## src/rtl/rf_wb_scheduler.sv

```systemverilog
// Writeback scheduler for the 32x32 register file: round-robin arbitration between
// the ALU and load writeback paths, plus a per-register pending-write scoreboard.
module rf_wb_scheduler #(
  parameter int DATA_W = 32,
  parameter int ADDR_W = 5,
  parameter int NREGS  = 32
) (
  input  logic              clk,
  input  logic              rst_n,
  input  logic              issue_valid,
  input  logic [ADDR_W-1:0] issue_rd,
  output logic              issue_ready,
  input  logic [ADDR_W-1:0] chk_rs1,
  input  logic [ADDR_W-1:0] chk_rs2,
  output logic              hazard,
  input  logic              flush,
  input  logic              alu_valid,
  input  logic [ADDR_W-1:0] alu_addr,
  input  logic [DATA_W-1:0] alu_data,
  output logic              alu_ready,
  input  logic              mem_valid,
  input  logic [ADDR_W-1:0] mem_addr,
  input  logic [DATA_W-1:0] mem_data,
  output logic              mem_ready,
  output logic              rf_wEna,
  output logic [ADDR_W-1:0] rf_wAddr,
  output logic [DATA_W-1:0] rf_wDin,
  output logic [NREGS-1:0]  busy_vec,
  output logic              err_stray
);

  // Handshake: a requester raises valid with stable addr/data and keeps it up until
  // the cycle ready is also high; that edge is the transfer. ready is only ever
  // given to a requester that is valid, and never while rst_n is low.

  logic [NREGS-1:0]  busy_q;
  logic [NREGS-1:0]  set_mask;
  logic [NREGS-1:0]  clr_mask;
  logic [NREGS-1:0]  busy_next;
  logic              last_mem_q;
  logic              alu_xfer;
  logic              mem_xfer;
  logic              any_xfer;
  logic [ADDR_W-1:0] wb_addr;
  logic [DATA_W-1:0] wb_data;

  // On a tie the requester that did not win the previous transfer is granted.
  always_comb begin
    alu_ready = 1'b0;
    mem_ready = 1'b0;
    if (rst_n) begin
      if (alu_valid && mem_valid) begin
        alu_ready = last_mem_q;
        mem_ready = ~last_mem_q;
      end else begin
        alu_ready = alu_valid;
        mem_ready = mem_valid;
      end
    end
  end

  assign alu_xfer = alu_valid & alu_ready;
  assign mem_xfer = mem_valid & mem_ready;
  assign any_xfer = alu_xfer | mem_xfer;
  assign wb_addr  = alu_xfer ? alu_addr : mem_addr;
  assign wb_data  = alu_xfer ? alu_data : mem_data;

  assign issue_ready = rst_n & ~busy_q[issue_rd];
  assign hazard      = busy_q[chk_rs1] | busy_q[chk_rs2];
  assign busy_vec    = busy_q;

  // Set beats clear on the same register; flush beats everything.
  always_comb begin
    set_mask = '0;
    clr_mask = '0;
    if (issue_valid && issue_ready) set_mask[issue_rd] = 1'b1;
    if (any_xfer) clr_mask[wb_addr] = 1'b1;
    busy_next = flush ? '0 : ((busy_q & ~clr_mask) | set_mask);
  end

  always_ff @(posedge clk) begin
    if (!rst_n) begin
      busy_q     <= '0;
      last_mem_q <= 1'b1;
      rf_wEna    <= 1'b0;
      rf_wAddr   <= '0;
      rf_wDin    <= '0;
      err_stray  <= 1'b0;
    end else begin
      busy_q  <= busy_next;
      rf_wEna <= any_xfer;
      if (any_xfer) begin
        rf_wAddr   <= wb_addr;
        rf_wDin    <= wb_data;
        last_mem_q <= mem_xfer;
        if (!busy_q[wb_addr]) err_stray <= 1'b1;
      end
    end
  end

endmodule

```

## config.mk

```make
export PLATFORM = sky130hd
export DESIGN_NAME = rf_wb_scheduler
export DESIGN_NICKNAME = d
export VERILOG_FILES = /design/src/rtl/rf_wb_scheduler.sv
export SDC_FILE = /design/constraint.sdc
export NUM_CORES = 1
export LEC_CHECK = 0
export CAP_MARGIN = 20
export CORE_MARGIN = 5
export CORE_UTILIZATION = 45
export DETAILED_ROUTE_END_ITERATION = 7
export PLACE_DENSITY = 0.82
export SETUP_SLACK_MARGIN = 0.5
export SLEW_MARGIN = 40
export SYNTH_ARGS = -nofsm -noshare
export SYNTH_HDL_FRONTEND = slang
export SYNTH_SLANG_ARGS = --single-unit
```

## constraint.sdc

```tcl
create_clock -name clk -period 4.2 [get_ports clk]
set_input_delay 0.42 -clock clk [delete_from_list [all_inputs] [get_ports clk]]
set_output_delay 0.42 -clock clk [all_outputs]
set_load 0.02 [all_outputs]
```

# After elaboration in Yosys (flattened, before gate mapping)

Index checks and enable logic that the tools add are counted.

Register bits: 72

$lt $le $gt $ge: 6
Mux-type cells: 20
Bitwise logic cells: 12
Reduce and logical (&&, ||, !) cells: 6

Operators by type and width:

| kind                 | number |
|---|---|
| $mux W32             | 3 |
| $and A32 B32 Y32     | 1 |
| $not A32 Y32         | 1 |
| $or A32 B32 Y32      | 1 |
| $lt A5 B6 Y1 const B | 4 |
| $bmux W1 S5          | 4 |
| $demux W1 S5         | 2 |
| $ge A5 B1 Y1 const B | 2 |
| $mux W1              | 10 |
| $mux W5              | 1 |
| $logic_and A1 B1 Y1  | 4 |
| $not A1 Y1           | 4 |
| $and A1 B1 Y1        | 3 |
| $or A1 B1 Y1         | 2 |
| $reduce_and A2 Y1    | 1 |
| $reduce_or A2 Y1     | 1 |

# Depth between registers and ports, before layout

Gate-level depths: netlist of the first run.

Depth after elaboration: 13
Gate-level depth with buffers: 9

# Worst setup path before layout of the first run

OpenSTA, ideal clock, no wires.

Path type: input to output
Start point: input port chk_rs1[0]
End point: output port hazard
Data arrival time: 2.130 ns
Data required time: 3.780 ns
Path slack: 1.650 ns
Cell stages on the path: 5
Buffers on the path: 1
Path through: clkbuf_1 > mux4_2 > mux4_2 > mux2i_1 > nand2_1

Word-level cells in the longest chain between the ends: 3

Ends and longest elaborated chain:

| what                          | line | text |
|---|---|---|
| start, declared               | 13   | `input logic [ADDR_W-1:0] chk_rs1,` |
| $bmux W1 S5                   | 69   | `assign hazard = busy_q[chk_rs1] \| busy_q[chk_rs2];` |
| $mux W1 (implied by the code) | 69   |  |
| $or A1 B1 Y1                  | 69   |  |
| end, declared                 | 15   | `output logic hazard,` |

Every way passes these cells. The select of a mux whose other input is x is not followed.

# Final worst setup path of the first run

Start point: input port issue_rd[0]
End point: output port issue_ready

Word-level cells in the longest chain between the ends: 4

Ends and longest elaborated chain:

| what                          | line | text |
|---|---|---|
| start, declared               | 11   | `input logic [ADDR_W-1:0] issue_rd,` |
| $bmux W1 S5                   | 68   | `assign issue_ready = rst_n & ~busy_q[issue_rd];` |
| $mux W1 (implied by the code) | 68   |  |
| $not A1 Y1                    | 68   |  |
| $and A1 B1 Y1                 | 68   |  |
| end, declared                 | 12   | `output logic issue_ready,` |

Every way passes these cells. The select of a mux whose other input is x is not followed.

==> results of run 1 <==
-- cell usage after synthesis, drive strengths merged (7+ instances only) --
library cell   n  area [sq um]
mux4          29         653.1
o31ai         32         240.2
dfxtp         72          1441
a311oi         7         61.31
a211oi        13         97.59
nand3         21         110.1
clkbuf        26         97.59
o21ai         45         225.2
o211ai        34         255.2
a21oi         17         88.84
o22ai         35         219.0
nor2          44         170.2
nand2b        21         131.4
buf           18         158.9
nand2         30         120.1
-- sequential cells by signal, summed over array words and instances, names as in the netlist --
signal      count
busy_vec       32
err_stray       1
last_mem_q      1
rf_wAddr        5
rf_wDin        32
rf_wEna         1
-- worst min-delay path by stage --
stage | end | slack [ns] | cells after the start
after global routing | rf_wAddr[2] | 0.52 | 1
after global placement | err_stray | 0.46 | 2
final | err_stray | 0.48 | 2
after floorplan | last_mem_q | 0.48 | 2
after detailed placement | err_stray | 0.45 | 2
after CTS | err_stray | 0.49 | 2
-- power by group through the flow --
stage                     Combinational, mW  Clock, mW  Sequential, mW
after CTS                             0.401      0.575           0.735
after detailed placement              0.398          0           0.750
final                                 0.401      0.568           0.735
after floorplan                       0.167          0           0.785
after global placement                0.392          0           0.749
after global routing                  0.428      0.610           0.738
-- cell type report --
type / count / area, sq um / area share [%]
Clock inverter: 2 / 38.79 / 0.6116
Tap cell: 133 / 166.4 / 2.624
Sequential cell: 72 / 1441 / 22.73
Inverter: 4 / 15.01 / 0.2367
Clock buffer: 13 / 158.9 / 2.505
Timing Repair Buffer: 176 / 1744 / 27.50
Multi-Input combinational cell: 373 / 2778 / 43.80
-- tightest hold or removal path, stage by stage (launching register included) --
cell and delay, ns:
dfxtp_1 0.34, nand2_1 0.07, o41ai_2 0.05
-- metal layers --
| metal | wire length [microns] | part of all wire (%) | track usage, % |
|---|---|---|---|
| met1 | 6161 | 36 | 33.28 |
| met2 | 7937 | 47 | 43.85 |
| met3 | 2266 | 13 | 10.04 |
| met4 | 613 | 3.6 | 13.98 |
| met5 | 0 | 0 | 0 |
-- cell families after synthesis --
kind of cell / after synthesis / synth area share, %
DFF: 72 / 32.12
buffers and inverters: 48 / 6.049
and+or+nand+nor: 137 / 15.00
muxes: 34 / 15.72
AOI/OAI and AO/OA: 202 / 31.11
==> impl_metrics.json, run 1 <==
{
  "hp-start": "err_stray",
  "layout_commonest_cell": "clkdlybuf4s50_1",
  "area_growth_pct": 41.32,
  "path_class": "primary input to primary output",
  "endpoint_kind": "primary output",
  "arrival_ns": 3.07,
  "max-cap-violations": 0,
  "crit_fanout": 12,
  "core-area_sq_um": 9729,
  "synth_cell_types": 56,
  "cts_root_buf": "clkbuf_8",
  "rows": 36,
  "hold_path.class": "register to register",
  "grt_pass1_wl_microns": 25650,
  "dr.pass1.iters": 5,
  "endpoint": "issue_ready",
  "r2r_start": "last_mem_q",
  "crit_top_cell": "clkdlybuf4s50_1",
  "drt-initial-drc-count": 480,
  "drive_gt1_share_pct": 10.00,
  "hpwl_microns": 12250,
  "place_ws_ns": 0.6980,
  "fin_util_pct": 65.19,
  "fill_cells": 833,
  "die_height_microns": 109.9,
  "power_mw": 1.704,
  "crit_start": "issue_rd[0]",
  "hold_viol": 0,
  "min_period_ns": 3.491,
  "antenna_found_initial": 0,
  "cts-htree-levels": 3,
  "crit_chain": "clkdlybuf4s50_1 > mux4_2 > a22o_1 > a21oi_2 > nand3_2 > inv_1 > clkdlybuf4s50_1",
  "maxSlewHeadroom_pct": 41.47,
  "vias_per_cell": 6.321,
  "p_switching_mw": 0.4922,
  "rsz0062_at_grt": "false",
  "avgSynthCellArea_sq_um": 9.104,
  "clkLatencyLatePin_ns": 0.35,
  "power_frac_clock_pct": 33.3,
  "peakVddDrop_mv": 0.2553,
  "synthFlopType": "dfxtp_1",
  "critPathSlowestCell": "clkdlybuf4s50_1",
  "postCtsSetupRepairBufs": 0,
  "syn-num-nets": 588,
  "synthArstFlopShare_pct": 0,
  "start_util_pct": 46.13,
  "required_ns": 3.78,
  "hold_buffers": 0,
  "pwr-share-seq_pct": 43.1,
  "clock_skew_ns": 0.007456,
  "fin_crit_sh_pct": 83.12,
  "cts_buffers": 9,
  "maxSlewViolCount": 0,
  "grt_max_degree": 45,
  "yosys_warnings": 0,
  "grt_usage_pct": 27.79,
  "internal_power_mw": 1.212,
  "cts-resized-gates": 0,
  "clock.fmax_ghz": 0.2865,
  "cts_max_path_buffers": 2,
  "route.vias.total": 4886,
  "synth-edff-count": 0,
  "layout_setup_ws_ns": 0.7090,
  "crit_cells": 7,
  "p_leak_nw": 2.090,
  "final_nets": 731,
  "finalSetupViolations": 0,
  "cp_num_buf_inv": 3,
  "powerDensity_nw_per_um2": 268.7,
  "r2r_slack_ns": 1.80,
  "reg2reg_to": "err_stray",
  "ys_seq_area_share_pct": 32.12,
  "start_kind": "primary input",
  "stdcell_count": 773,
  "holdWs_ns": 0.4839,
  "synthCells": 493,
  "place_inst": 758,
  "cts_tree": "built",
  "drc_errors": 0,
  "max_stage_delay_ns": 0.88,
  "placed_area_sq_um": 6145,
  "status": "complete, no violations",
  "antenna_cells": 0,
  "clk_pin_slew_ns": 0.07,
  "path_delay_family": "buffers and inverters",
  "grt_overflow_total": 0,
  "pwr-share-comb_pct": 23.6,
  "die_area_sq_um": 12070,
  "p_sw_share_pct": 28.88,
  "syn_area_sq_um": 4488,
  "place_congestion": 0.9703,
  "ios": 170,
  "r2r_cells": 7,
  "fin_area_sq_um": 6342,
  "grt_pass1_vias": 4766,
  "postRouteAntennaNets": 0,
  "portBuffers": 169,
  "tns_ns": 0,
  "worstMarginPinSlew_ns": 0.8741,
  "avgRoutedWirePerCell_microns": 21.97,
  "drt-total-wl_microns": 16980,
  "synth_seq_cells": 72,
  "layout.cells.most_common_list": "clkdlybuf4s50_1 (169), dfxtp_1 (72), o21ai_0 (44), nor2_1 (42), o22ai_1 (35)",
  "cts_num_sinks": 72,
  "dieWidth_microns": 109.9
}
Note: power is estimated with default switching activity, not from simulation.
==> inputs of run 2 (changes only) <==
CORE_UTILIZATION = 41   (was 45)
PLACE_DENSITY = 0.78   (was 0.82)
clock period = 2.9 ns   (was 4.2 ns; I/O delays follow)
==> run 2 against run 1 <==
Combinational power is 54% higher. Register-to-register slack got worse by 1.1 ns. Clock-buffer cell count down 1. Sequential power rose by 44%. Worst setup slack got worse by 0.17 ns. Die area up 8.9%. Largest cell class unchanged. Largest power group unchanged. Highest routed layer unchanged.
==> impl_metrics.json, run 2 (synthesis results as in run 1) <==
{
  "antenna_cells": 0,
  "maxSlewHeadroom_pct": 59.60,
  "hp-start": "rst_n",
  "hold_depth": 3,
  "maxSlewViolCount": 0,
  "drt-total-wl_microns": 17580,
  "hold_viol": 0,
  "required_ns": 2.61,
  "final_nets": 756,
  "crit_top_cell": "mux4_2",
  "clock_skew_ns": 0.01208,
  "crit_chain": "mux4_2 > mux4_2 > mux2i_1 > nand2_1 > buf_2",
  "grt_overflow_total": 0,
  "fin_util_pct": 61.45,
  "hpwl_microns": 12660,
  "p_switching_mw": 0.7181,
  "postRouteAntennaNets": 0,
  "drc_errors": 0,
  "antenna_found_initial": 0,
  "cts_max_path_buffers": 2,
  "vias_per_cell": 6.267,
  "clkLatencyLatePin_ns": 0.35,
  "pwr-share-seq_pct": 42.9,
  "internal_power_mw": 1.762,
  "grt_pass1_vias": 4973,
  "layout_commonest_cell": "clkdlybuf4s50_1",
  "clk_pin_slew_ns": 0.08,
  "stdcell_count": 806,
  "drt-initial-drc-count": 644,
  "start_util_pct": 41.58,
  "crit_start": "busy_vec[4]",
  "power_frac_clock_pct": 32.2,
  "max_stage_delay_ns": 0.49,
  "r2r_start": "busy_vec[23]",
  "p_sw_share_pct": 28.96,
  "worstMarginPinSlew_ns": 0.5997,
  "r2r_cells": 6,
  "portBuffers": 169,
  "route.vias.total": 5051,
  "hold_path.class": "primary input to register",
  "place_congestion": 0.9316,
  "crit_fanout": 6,
  "die_height_microns": 114.6,
  "area_growth_pct": 47.78,
  "cts_num_sinks": 72,
  "cts_root_buf": "clkbuf_8",
  "pwr-share-comb_pct": 24.9,
  "grt_pass1_wl_microns": 26590,
  "placed_area_sq_um": 6321,
  "status": "complete, no violations",
  "avgRoutedWirePerCell_microns": 21.81,
  "powerDensity_nw_per_um2": 373.9,
  "cts_tree": "built",
  "die_area_sq_um": 13140,
  "start_kind": "register",
  "drive_gt1_share_pct": 18.77,
  "fin_crit_sh_pct": 81.56,
  "crit_cells": 5,
  "rsz0062_at_grt": "true",
  "ios": 170,
  "place_inst": 784,
  "dr.pass1.iters": 5,
  "dieWidth_microns": 114.6,
  "finalSetupViolations": 0,
  "cts-htree-levels": 3,
  "cp_num_buf_inv": 1,
  "layout.cells.most_common_list": "clkdlybuf4s50_1 (160), dfxtp_1 (45), o21ai_0 (44), nor2_1 (42), o22ai_1 (35)",
  "max-cap-violations": 0,
  "path_class": "register to primary output",
  "grt_max_degree": 40,
  "peakVddDrop_mv": 0.3453,
  "grt_usage_pct": 26.13,
  "core-area_sq_um": 10790,
  "hold_buffers": 0,
  "rows": 38,
  "p_leak_nw": 2.277,
  "path_delay_family": "multiplexers",
  "min_period_ns": 2.365,
  "clock.fmax_ghz": 0.4228,
  "cts_buffers": 9,
  "fin_area_sq_um": 6633,
  "endpoint_kind": "primary output",
  "arrival_ns": 2.08,
  "critPathSlowestCell": "mux4_2"
}
[run 2: worst paths after layout]
path	slack [ns]	to
worst max-delay path	0.53	hazard
worst min register to register	0.48	err_stray
worst min-delay path	0.38	last_mem_q
worst max register to register	0.66	busy_vec[6]
[run 2: layout make-up]
type | count | area [sq um]
Clock inverter | 4 | 53.80
Timing Repair Buffer | 201 | 1967
Multi-Input combinational cell | 373 | 2801
Sequential cell | 72 | 1475
Clock buffer | 12 | 145.1
Inverter | 4 | 15.01
Tap cell | 140 | 175.2
Fill cell | 890 | 4160
[run 2: power groups by stage]
stage          sequential, mW  combinational [mW]  clock [mW]
6_report                 1.06               0.619       0.798
5_1_grt                  1.07               0.656       0.874
4_1_cts                  1.06               0.610       0.815
3_5_place_dp             1.08               0.601           0
3_3_place_gp             1.08               0.591           0
2_1_floorplan            1.14               0.242           0
[run 2: metal layers]
metal  up-vias  wire length [microns]  global-route usage (%)
met4         0                    685                   11.40
li1       2278                      -                       -
met5         -                      0                       0
met2       347                   8211                   42.41
met1      2360                   6333                   30.60
met3        66                   2348                   10.15
[run 2: through the flow]
stage / total power, mW / setup TNS (ns) / worst slack [ns] / hold slack (ns)
floorplan: 1.378 / 0 / 0.6103 / 0.4229
global placement: 1.673 / -0.04215 / -0.04215 / 0.4518
detailed placement: 1.685 / -0.1001 / -0.06812 / 0.4562
CTS: 2.488 / 0 / 0.4554 / 0.4830
global route: 2.599 / 0 / 0.4693 / 0.3871
finish: 2.480 / 0 / 0.5348 / 0.3789
[run 2: repair_timing]
item,in CTS,in global routing
endpoints found under the setup margin,4,8
resized for setup,15,39
setup buffers,5,1
pin swaps,4,1
[run 2: worst reg2reg max path, cell delays in order, from the launching register on]
cell	delay, ns
dfxtp_2	0.38
mux4_2	0.49
a22o_1	0.28
a21oi_2	0.18
nand3_2	0.15
buf_4	0.29
o31ai_1	0.36
